## src/rtl/apb_mem_slave_pkg.sv

```systemverilog
// Shared types and sizing helpers for the APB4 memory slave.
package apb_mem_slave_pkg;

    typedef enum logic [1:0] {IDLE, WAIT, RESP} state_t;

    // Byte-offset bits inside one data word.
    function automatic int unsigned addr_lsb(input int unsigned data_width);
        return $clog2(data_width / 8);
    endfunction

    // Wait-state counter width; never narrower than one bit.
    function automatic int unsigned cnt_width(input int unsigned wait_states);
        return (wait_states == 0) ? 1 : $clog2(wait_states + 1);
    endfunction

endpackage

```

## src/rtl/apb_mem_array.sv

```systemverilog
// DEPTH x DATA_WIDTH RAM: one byte-enabled write port, asynchronous read, cleared on reset.
module apb_mem_array #(
    parameter int unsigned DATA_WIDTH = 32,
    parameter int unsigned DEPTH      = 16,
    parameter int unsigned IDX_W      = 4
) (
    input  logic                    clk,
    input  logic                    rst,
    input  logic                    we,
    input  logic [DATA_WIDTH/8-1:0] be,
    input  logic [IDX_W-1:0]        waddr,
    input  logic [DATA_WIDTH-1:0]   wdata,
    input  logic [IDX_W-1:0]        raddr,
    output logic [DATA_WIDTH-1:0]   rdata
);

    logic [DATA_WIDTH-1:0] mem [DEPTH];

    always_ff @(posedge clk or posedge rst) begin
        if (rst) begin
            for (int unsigned i = 0; i < DEPTH; i++) begin
                mem[i] <= '0;
            end
        end else if (we) begin
            for (int unsigned b = 0; b < DATA_WIDTH / 8; b++) begin
                if (be[b]) begin
                    mem[waddr][b*8 +: 8] <= wdata[b*8 +: 8];
                end
            end
        end
    end

    assign rdata = mem[raddr];

endmodule

```

## src/rtl/apb_mem_slave.sv

```systemverilog
// Parametrised APB4 memory slave with wait states, byte strobes and error response.
// Optional PPROT privilege check on writes: define APB_MEM_SLAVE_PPROT_EN.
module apb_mem_slave
    import apb_mem_slave_pkg::*;
#(
    parameter int unsigned ADDR_WIDTH  = 8,
    parameter int unsigned DATA_WIDTH  = 32,
    parameter int unsigned DEPTH       = 16,
    parameter int unsigned WAIT_STATES = 2
) (
    input  logic                    PCLK,
    input  logic                    PRESET,
    input  logic                    PSEL,
    input  logic                    PENABLE,
    input  logic                    PWRITE,
`ifdef APB_MEM_SLAVE_PPROT_EN
    input  logic [2:0]              PPROT,
`endif
    input  logic [ADDR_WIDTH-1:0]   PADDR,
    input  logic [DATA_WIDTH-1:0]   PWDATA,
    input  logic [DATA_WIDTH/8-1:0] PSTRB,
    output logic [DATA_WIDTH-1:0]   PRDATA,
    output logic                    PREADY,
    output logic                    PSLVERR
);

    localparam int unsigned NB        = DATA_WIDTH / 8;
    localparam int unsigned ADDR_LSB  = addr_lsb(DATA_WIDTH);
    localparam int unsigned IDX_W     = (DEPTH > 1) ? $clog2(DEPTH) : 1;
    localparam int unsigned CNT_W     = cnt_width(WAIT_STATES);
    localparam int unsigned MEM_BYTES = DEPTH * NB;
    localparam logic [ADDR_WIDTH-1:0] LSB_MASK = ADDR_WIDTH'((1 << ADDR_LSB) - 1);

    state_t                  state_q, state_d;
    logic [CNT_W-1:0]        cnt_q, cnt_d;
    logic                    latch;
    logic [ADDR_WIDTH-1:0]   addr_q;
    logic                    write_q;
    logic [DATA_WIDTH-1:0]   wdata_q;
    logic [NB-1:0]           strb_q;
    logic                    err_q;
    logic [DATA_WIDTH-1:0]   prdata_q;

    logic [ADDR_WIDTH-1:0]   cur_addr;
    logic                    cur_write;
    logic                    cur_priv;
    logic                    cur_err;
    logic                    commit;
    logic [DATA_WIDTH-1:0]   rdata;

    always_comb begin
        state_d = state_q;
        cnt_d   = cnt_q;
        latch   = 1'b0;
        unique case (state_q)
            IDLE: begin
                if (PSEL) begin
                    latch = 1'b1;
                    if (WAIT_STATES > 0) begin
                        cnt_d   = CNT_W'(WAIT_STATES);
                        state_d = WAIT;
                    end else begin
                        state_d = RESP;
                    end
                end
            end
            WAIT: begin
                if (!(PSEL && PENABLE)) begin
                    cnt_d   = '0;
                    state_d = IDLE;
                end else begin
                    cnt_d = cnt_q - CNT_W'(1);
                    if (cnt_q == CNT_W'(1)) begin
                        state_d = RESP;
                    end
                end
            end
            RESP:    state_d = IDLE;
            default: state_d = IDLE;
        endcase
    end

    // With zero wait states RESP is entered straight from the setup cycle, before the latch.
    assign cur_addr  = (state_q == IDLE) ? PADDR  : addr_q;
    assign cur_write = (state_q == IDLE) ? PWRITE : write_q;

`ifdef APB_MEM_SLAVE_PPROT_EN
    logic [2:0] prot_q;

    always_ff @(posedge PCLK or posedge PRESET) begin
        if (PRESET) begin
            prot_q <= '0;
        end else if (latch) begin
            prot_q <= PPROT;
        end
    end

    assign cur_priv = (state_q == IDLE) ? PPROT[0] : prot_q[0];
`else
    assign cur_priv = 1'b1;
`endif

    assign cur_err = ((cur_addr & LSB_MASK) != '0)
                   || (64'(cur_addr) >= 64'(MEM_BYTES))
                   || (cur_write && !cur_priv);

    assign commit = (state_q == RESP) && PSEL && PENABLE && write_q && !err_q;

    always_ff @(posedge PCLK or posedge PRESET) begin
        if (PRESET) begin
            state_q  <= IDLE;
            cnt_q    <= '0;
            addr_q   <= '0;
            write_q  <= 1'b0;
            wdata_q  <= '0;
            strb_q   <= '0;
            err_q    <= 1'b0;
            prdata_q <= '0;
        end else begin
            state_q <= state_d;
            cnt_q   <= cnt_d;
            if (latch) begin
                addr_q  <= PADDR;
                write_q <= PWRITE;
                wdata_q <= PWDATA;
                strb_q  <= PSTRB;
            end
            if (state_d == RESP) begin
                err_q <= cur_err;
                if (cur_err) begin
                    prdata_q <= '0;
                end else if (!cur_write) begin
                    prdata_q <= rdata;
                end
            end
        end
    end

    apb_mem_array #(
        .DATA_WIDTH (DATA_WIDTH),
        .DEPTH      (DEPTH),
        .IDX_W      (IDX_W)
    ) u_array (
        .clk   (PCLK),
        .rst   (PRESET),
        .we    (commit),
        .be    (strb_q),
        .waddr (addr_q[ADDR_LSB +: IDX_W]),
        .wdata (wdata_q),
        .raddr (cur_addr[ADDR_LSB +: IDX_W]),
        .rdata (rdata)
    );

    assign PRDATA  = prdata_q;
    assign PREADY  = (state_q == RESP);
    assign PSLVERR = (state_q == RESP) && err_q;

endmodule
```

## config.mk

```make
export PLATFORM = sky130hd
export DESIGN_NAME = apb_mem_slave
export DESIGN_NICKNAME = d
export VERILOG_FILES = /design/src/rtl/apb_mem_slave_pkg.sv /design/src/rtl/apb_mem_array.sv /design/src/rtl/apb_mem_slave.sv
export SDC_FILE = /design/constraint.sdc
export NUM_CORES = 1
export LEC_CHECK = 0
export ABC_AREA = 1
export CORE_MARGIN = 8
export CORE_UTILIZATION = 56
export DETAILED_ROUTE_END_ITERATION = 10
export PLACE_DENSITY = 0.73
export SYNTH_ARGS = -nofsm -noshare
export SYNTH_HDL_FRONTEND = slang
export SYNTH_SLANG_ARGS = --single-unit
```

## constraint.sdc

```tcl
create_clock -name PCLK -period 23.4 [get_ports PCLK]
set_input_delay 7.02 -clock PCLK [delete_from_list [all_inputs] [get_ports PCLK]]
set_output_delay 7.02 -clock PCLK [all_outputs]
set_load 0.02 [all_outputs]
```

== Word level (Yosys, flattened, before mapping) ==
Index checks and enable logic that the tools add are counted.
Operators by class
  mux-type cells: 35
  eq/ne operators: 6
  bitwise logic cells: 2
  $lt $le $gt $ge: 4
  add/subtract/negate cells: 1
  reductions and logical operators: 14
Operator list (number)
  $mux 512: 7
  $bwmux 512: 4
  $demux 32 s4: 4
  $mux 32: 5
  $bmux 32 s4: 1
  $mux 24: 1
  $mux 16: 1
  $mux 8: 2
  $ge 5x5->1 const B: 2
  $mux 2: 5
  $not 4->5: 2
  $ge 8x7->1 const B: 1
  $pmux 2 s2: 2
  $reduce_bool 8->1: 1
  $logic_and 1x1->1: 7
  $lt 5x1->1 const B: 1
  $eq 2x1->1 const B: 2
  $eq 2x2->1 const B: 2
  $reduce_and 2->1: 2
  $mux 1: 3
  $logic_not 2->1: 1
  $ne 2x1->1 const B: 1
  $ne 2x2->1 const B: 1
  $reduce_bool 2->1: 1
  3 further kinds: 3
Storage, ports and cells
  bits of input ports: 49
  output and inout port bits: 34
  flip-flop bits (word level): 594
  logic and storage cells: 86

== Depth between registers and ports, before layout ==
Gate-level depths: netlist (run 1).
  depth in word-level cells: 16
  gate-level depth with buffers: 12
  mapped depth without buffers: 10

== Cells and area by module ==
Synthesis (run 1) repeated with hierarchy kept, for this count alone.
Unflattened totals
  cells, all modules: 3704
  area total of the unflattened synthesis: 28198.3 µm²
By module, submodules not included
  apb_mem_array: area an instance 24827.6 µm², sequential area each 12812.3 µm², cells each 3318, times used 1
  apb_mem_slave: area an instance 3370.7 µm², sequential area each 2052.0 µm², cells each 386, times used 1

== Least setup slack after synthesis (run 1) ==
No wires, ideal clock.
  path kind: input to register
  start point: input port PSEL
  end point: register u_array.mem[104] (netlist bit)
  path buffers: 2
  data arrival time: 8119 ps
  slack: 15148 ps
  library setup time: 133 ps
  stages on the path: 9
  data required time: 23267 ps
  path through: nand2_1 > inv_1 > nand4_4 > nor2_4 > buf_4 > nand2_1 > clkbuf_1 > nand2_1 > o21ai_0
Between the ends
  cells in the longest elaborated chain, start to end: 4
RTL lines
  start: declaration: line apb_mem_slave.sv:13  | input logic PSEL,
  $logic_and 1x1->1 (4 in series): line apb_mem_slave.sv:107  | assign commit = (state_q == RESP) && PSEL && PENABLE && write_q && !err_q;
  end signal: indexed assignment: line apb_mem_array.sv:27  | mem[waddr][b*8 +: 8] <= wdata[b*8 +: 8];
  end: declaration: line apb_mem_array.sv:17  | logic [DATA_WIDTH-1:0] mem [DEPTH];
Every way passes these cells.
A chain may end at the register's enable or synchronous reset.

== Worst setup path in the final report (run 1) ==
  start point: input port PADDR[2]
  end point: register prdata_q[18] (netlist: PRDATA[18])
Between the ends
  cells in the longest elaborated chain, start to end: 7
  elaborated cells between the ends (all ways): 11
  those cells by class: order compare: 1; eq/ne: 1; mux: 6; bitwise: 1; reduce/logical: 2
RTL lines
  start: declaration: line apb_mem_slave.sv:19  | input logic [ADDR_WIDTH-1:0] PADDR,
  $mux 8 (*): line apb_mem_slave.sv:84  | assign cur_addr = (state_q == IDLE) ? PADDR : addr_q;
  $not 4->5 (implied by the code): line apb_mem_array.sv:33  | assign rdata = mem[raddr];
  $bmux 32 s4: line apb_mem_array.sv:33
  $mux 32 (implied by the code) (2 in series): line apb_mem_array.sv:33
  $mux 32: line apb_mem_slave.sv:132  | end else if (!cur_write) begin
  $mux 32: line apb_mem_slave.sv:130  | if (cur_err) begin
  end signal: assignment: line apb_mem_slave.sv:133  | prdata_q <= rdata;
  end: declaration: line apb_mem_slave.sv:42  | logic [DATA_WIDTH-1:0] prdata_q;
Mark *: on every way between the ends. The rest lies on a longest branch, timed or not. The select of a mux whose other input is x is not followed.

==> results of run 1 <==
==> layout make-up <==
type                            instances  area [µm²]  share of cell area, %
Tap cell                              607         759                   2.60
Clock inverter                         19         270                  0.924
Sequential cell                       594       14900                   50.8
Multi-Input combinational cell       2306       10400                   35.4
Inverter                               57         219                  0.748
Clock buffer                           89        1780                   6.09
Timing Repair Buffer                  105        1020                   3.48
==> final timing paths <==
check | from | endpoint | slack (ns) | cells after the start
setup / recovery | PADDR[2] | PRDATA[18]$_DFFE_PP0P_ | 13.69 | 11
hold / removal | u_array.mem[118]$_DFFE_PP0P_ | u_array.mem[118]$_DFFE_PP0P_ | 0.48 | 2
setup reg to reg | state_q[0]$_DFF_PP0_ | PRDATA[18]$_DFFE_PP0P_ | 19.82 | 11
hold reg to reg | u_array.mem[118]$_DFFE_PP0P_ | u_array.mem[118]$_DFFE_PP0P_ | 0.48 | 2
max in group asynchronous | PRESET | u_array.mem[301]$_DFFE_PP0P_ | 14.22 | 4
min in group asynchronous | PRESET | wdata_q[28]$_DFFE_PP0P_ | 6.83 | 2
==> synth_stat cells (all sizes together) <==
master  count  area [µm²]
nand2    1068        4010
nand3     640        3200
dfrtp     594       14900
o21ai     562        2810
clkbuf    132         495
buf       103         538
inv        57         214
nor2       28         153
nand4       2        27.5
a21boi      1        11.3
a22oi       1        7.51
ha          1        12.5
nor3        1        5.00
o211ai      1        7.51
o31ai       1        7.51
==> power breakdown <==
part	internal, W	switching (W)	total (W)
clock network	0.000599	0.000401	0.00100
logic	0.0000761	0.000273	0.000349
registers	0.00104	0.00000815	0.00105
total	0.00172	0.000683	0.00240
==> through the flow <==
step           power, W  area (µm²)  setup WS [ns]  utilization (%)  cells
2_1_floorplan   0.00130       26400           8.28                -   3192
3_3_place_gp    0.00141       27200          13.26             58.5   3669
3_5_place_dp    0.00141       27200          13.21             58.5   3669
4_1_cts         0.00241       29300          13.83             62.9   3777
5_1_grt         0.00248       29300          13.57             62.9   3777
6_report        0.00240       29300          13.69             62.9   3777
==> cells by family after synthesis <==
logic type	count (synthesis)	synth area share, %
flip-flops	594	56.4
buffers and inverters	292	4.73
adder cells (fa/ha/maj)	1	0.0474
AND/OR/NAND/NOR	1739	28.1
AO/OA/AOI/OAI	566	10.8
==> worst register-to-register path: stages, from the launching register on <==
cell	delay [ns]
dfrtp_1	0.44
nor2_1	0.14
buf_4	0.28
nand2_4	0.42
nand2_4	0.66
buf_4	0.79
nand2_1	0.24
nand3_1	0.14
nand3_1	0.10
nand3_1	0.14
nand3_1	0.08
nand2_1	0.11
==> layer usage <==
metal	wire (µm)	up-vias	track usage (%)	part of all wire, %
li1	-	10500	-	-
met1	31600	11200	38.2	41
met2	35100	1170	43.6	46
met3	7060	203	5.32	9.2
met4	3080	0	12.5	4.0
met5	0	-	0	0
==> sequential cells by signal (all words and copies together) (netlist names) <==
name / cells
cnt_q: 2
err_q: 1
PRDATA: 32
state_q: 2
wdata_q: 32
addr_q: 8
strb_q: 4
write_q: 1
u_array.mem: 512
==> flow_summary.json, run 1 <==
{
  "run_status": "completed",
  "synth_seq_area_share_pct": 56.4,
  "core_um2": 46600,
  "drt-initial-drc-count": 2546,
  "synth_warnings": 0,
  "drive_above_1_share_pct": 4.54,
  "fillers": 3883,
  "finalSetupTns_ns": 0,
  "netlist-cell-type-count": 23,
  "syn_to_final_growth_pct": 11.0,
  "endpoint_kind": "flip-flop",
  "place_congestion": 0.832,
  "vias": 23000,
  "max_stage_delay_ns": 0.75,
  "layout_common_cells": "nand2_1, nand3_1, dfrtp_1",
  "peakVddDrop_uv": 59.9,
  "fin_crit_ns": 9.71,
  "cts.sink_count": 594,
  "setup_viol": 0,
  "crit_path_frequent_cell": "nand3_1",
  "postSynthNetCount": 3242,
  "p_per_area_nw_per_um2": 82.1,
  "final_nets": 3173,
  "num_antenna_cells": 0,
  "grt_pass1_vias": 22400,
  "syn_area_per_cell_um2": 8.26,
  "start_util_pct": 56.6,
  "std_cell_rows": 79,
  "cp_top_family": "simple AND/OR/NAND/NOR gates",
  "min_path_type": "flip-flop to flip-flop",
  "hold_viol_final": 0,
  "yosys_register_bits": 594,
  "worstPathCellList": "clkdlybuf4s50_1 -> inv_1 -> nand2_4 -> nand2_4 -> buf_4 -> nand2_1 -> nand3_1 -> nand3_1 -> nand3_1 -> nand3_1 -> nand2_1",
  "fmax_ghz": 0.103,
  "cts_inserted_buffers": 59,
  "crit_buf_inv": 3,
  "grt_max_degree": 184,
  "drv_cap": 0,
  "post_cts_buffers": 0,
  "wl_um": 76800,
  "worstSetupPathType": "input pin to flip-flop",
  "cp_slowest_cell": "buf_4",
  "tritoncts": "built",
  "cts_root_buf": "clkbuf_16",
  "whs_ns": 0.483,
  "slew_headroom_pct": 17.7,
  "crit_required_ns": 23.96,
  "track_usage_pct": 28.0,
  "vias_per_cell": 6.10,
  "drc": 0,
  "die_area_um2": 54300,
  "grt-ovfl-total": 0,
  "clock_path_buffers": 3,
  "holdBufCountCts": 0,
  "antenna_left": 0,
  "leakage_nw": 12.8,
  "cp_max_fo": 72,
  "post-route-period-util_pct": 41.5,
  "clk_latency_ns": 0.63,
  "dr.pass1.iters": 5,
  "grt_pass1_wl_um": 122000,
  "fin_skew_ns": 0.0172,
  "hpwl_um": 42700,
  "clkTransAtPathRegs_ns": 0.06,
  "syn_area_um2": 26400,
  "rsz0062_at_grt": "no",
  "postSynthCellCount": 3192,
  "io-pin-count": 83,
  "avgRoutedWirePerCell_um": 20.3,
  "antenna_found_initial": 0,
  "worstPathArrival_ns": 10.27,
  "cp-start-kind": "input pin",
  "cts_resized": 0,
  "maxSlewViolCount": 0,
  "final_common_cell": "nand2_1",
  "dieHeight_um": 233,
  "h-tree-depth": 2,
  "die_x_um": 233,
  "io_buffers": 82,
  "worst_pin_slew_ns": 1.23
}
(Power assumes the default switching activity.)
==> run 2: changes to the inputs <==
--- a/config.mk
+++ b/config.mk
@@ -7,9 +7,9 @@
 export LEC_CHECK = 0
 export ABC_AREA = 1
 export CORE_MARGIN = 8
-export CORE_UTILIZATION = 56
+export CORE_UTILIZATION = 62
 export DETAILED_ROUTE_END_ITERATION = 10
-export PLACE_DENSITY = 0.73
+export PLACE_DENSITY = 0.76
 export SYNTH_ARGS = -nofsm -noshare
 export SYNTH_HDL_FRONTEND = slang
 export SYNTH_SLANG_ARGS = --single-unit
==> constraint.sdc (replaced) <==
create_clock -name PCLK -period 9.21 [get_ports PCLK]
set_input_delay 2.763 -clock PCLK [delete_from_list [all_inputs] [get_ports PCLK]]
set_output_delay 2.763 -clock PCLK [all_outputs]
set_load 0.02 [all_outputs]
==> run 2 against run 1 <==
Final cell count decreased by 1.8%. Sequential power rose to 2.6 times the previous value. Combinational power increased to 2.5 times the previous value. Utilization up 6.8 points. Clock skew rose by 0.0014 ns. Flip-flop and latch count unchanged. Largest power group unchanged.
==> flow_summary.json, run 2 (synthesis gave the netlist of run 1 again) <==
{
  "dieHeight_um": 222,
  "cts_resized": 0,
  "regMostFlops": "u_array.mem",
  "drv_cap": 0,
  "setup_viol": 0,
  "die_x_um": 222,
  "vias_per_cell": 6.22,
  "regArea_um2": 14900,
  "slew_headroom_pct": 15.7,
  "final_common_cell": "nand2_1",
  "largest_reg_flops": 512,
  "worstSetupPathType": "input pin to flip-flop",
  "tritoncts": "built",
  "core_um2": 41900,
  "vias": 23100,
  "worstPathArrival_ns": 5.93,
  "crit_path_frequent_cell": "nand3_1",
  "hold_viol_final": 0,
  "fmax_ghz": 0.186,
  "worstPathCellList": "clkdlybuf4s50_1 -> inv_1 -> nand2_4 -> nand2_4 -> buf_12 -> nand2_1 -> nand3_1 -> nand3_1 -> nand3_1 -> nand3_1 -> nand2_1",
  "fillers": 3307,
  "r2r_start": "state_q[0]$_DFF_PP0_",
  "drt-initial-drc-count": 2917,
  "die_area_um2": 49400,
  "grt_pass1_wl_um": 122000,
  "min_from": "u_array.mem[273]$_DFFE_PP0P_",
  "track_usage_pct": 30.3,
  "cts_root_buf": "clkbuf_16",
  "grt_use_met2_pct": 47.4,
  "grt_use_met3_pct": 5.64,
  "clk_latency_ns": 0.63,
  "post-route-util_pct": 69.7,
  "hpwl_um": 42800,
  "antenna_left": 0,
  "syn_to_final_growth_pct": 10.9,
  "num_antenna_cells": 0,
  "io-pin-count": 83,
  "h-tree-depth": 2,
  "antenna_found_initial": 0,
  "rsz0062_at_grt": "no",
  "drc": 0,
  "worst_pin_slew_ns": 1.26,
  "grt_max_degree": 175,
  "cts.sink_count": 594,
  "clkTransAtPathRegs_ns": 0.06,
  "grt_pass1_vias": 22400,
  "grt-ovfl-total": 0,
  "place_congestion": 0.837,
  "cp_max_fo": 118,
  "cp_slowest_cell": "nand2_4",
  "worstSetupStartpoint": "PADDR[2]",
  "io_buffers": 82,
  "wl_um": 75100,
  "start_util_pct": 62.9,
  "cts_inserted_buffers": 60,
  "maxSlewViolCount": 0,
  "fin_skew_ns": 0.0186,
  "peakVddDrop_uv": 162,
  "finalPower_w": 0.00612,
  "crit_required_ns": 9.77,
  "cp-start-kind": "input pin",
  "drive_above_1_share_pct": 4.61,
  "fin_crit_ns": 5.38,
  "std_cell_rows": 75,
  "layout_common_cells": "nand2_1, nand3_1, dfrtp_1",
  "max_stage_delay_ns": 0.86,
  "leakage_nw": 12.8,
  "place_area_um2": 27200,
  "dr.pass1.iters": 6,
  "endpoint_kind": "flip-flop",
  "clock_path_buffers": 3,
  "avgRoutedWirePerCell_um": 20.2,
  "min_path_type": "flip-flop to flip-flop",
  "design_area_um2": 29200,
  "busiest_layer": "met2",
  "holdBufCountCts": 0,
  "post-route-period-util_pct": 58.4,
  "use_met1_pct": 41.4,
  "post_cts_buffers": 0,
  "final_nets": 3174,
  "run_status": "completed",
  "multi_input_area_um2": 10400,
  "p_per_area_nw_per_um2": 209
}
-- run 2: cell types whose count changed in the layout (fill, tap and decap cells not counted), sizes merged --
| cell | delta |
|---|---|
| clkinvlp | +1 |
| inv | +3 |
| clkbuf | -1 |
| clkinv | -3 |
-- run 2: layout make-up --
type	count	share of cell area (%)
inverters	57	0.745
clock inverters	20	0.976
clock buffers	88	6.15
repair buffers	105	3.57
well taps	539	2.31
multi-input cells	2306	35.4
flip-flops and latches	594	50.8
-- run 2: final timing paths --
check | endpoint | slack [ns] | depth (start not counted)
min | u_array.mem[273]$_DFFE_PP0P_ | 0.48 | 2
min reg2reg | u_array.mem[273]$_DFFE_PP0P_ | 0.48 | 2
max in group asynchronous | u_array.mem[16]$_DFFE_PP0P_ | 4.96 | 4
max reg2reg | PRDATA[11]$_DFFE_PP0P_ | 5.63 | 11
max | PRDATA[11]$_DFFE_PP0P_ | 3.83 | 11
min in group asynchronous | PRDATA[24]$_DFFE_PP0P_ | 2.53 | 2
-- run 2: per-stage QoR --
| stage | hold WS, ns | std cells | TNS, ns | setup slack, ns |
|---|---|---|---|---|
| 4_1_cts | 0.488 | 3709 | 0 | 3.92 |
| 6_report | 0.484 | 3709 | 0 | 3.83 |
| 2_1_floorplan | 0.449 | 3192 | -981.47 | -1.65 |
| 3_5_place_dp | 0.473 | 3601 | 0 | 3.28 |
| 5_1_grt | 0.497 | 3709 | 0 | 3.71 |
| 3_3_place_gp | 0.465 | 3601 | 0 | 3.36 |
-- run 2: report_power, final --
group,leakage (nW),internal [W],switching (W)
logic,3.60,0.000195,0.000688
registers,8.22,0.00265,0.0000217
clock network,1.03,0.00154,0.00103
total,12.8,0.00439,0.00174
-- run 2: per-layer routing --
metal / wire, µm / part of all wire [%]
met5: 0 / 0
met4: 2940 / 3.9
met3: 7030 / 9.4
met2: 34300 / 46
met1: 30800 / 41
-- run 2: critical path, delay by kind of cell --
kind	cells	cell delay [ns]
buffers and inverters	3	1.08
and+or+nand+nor	8	1.94
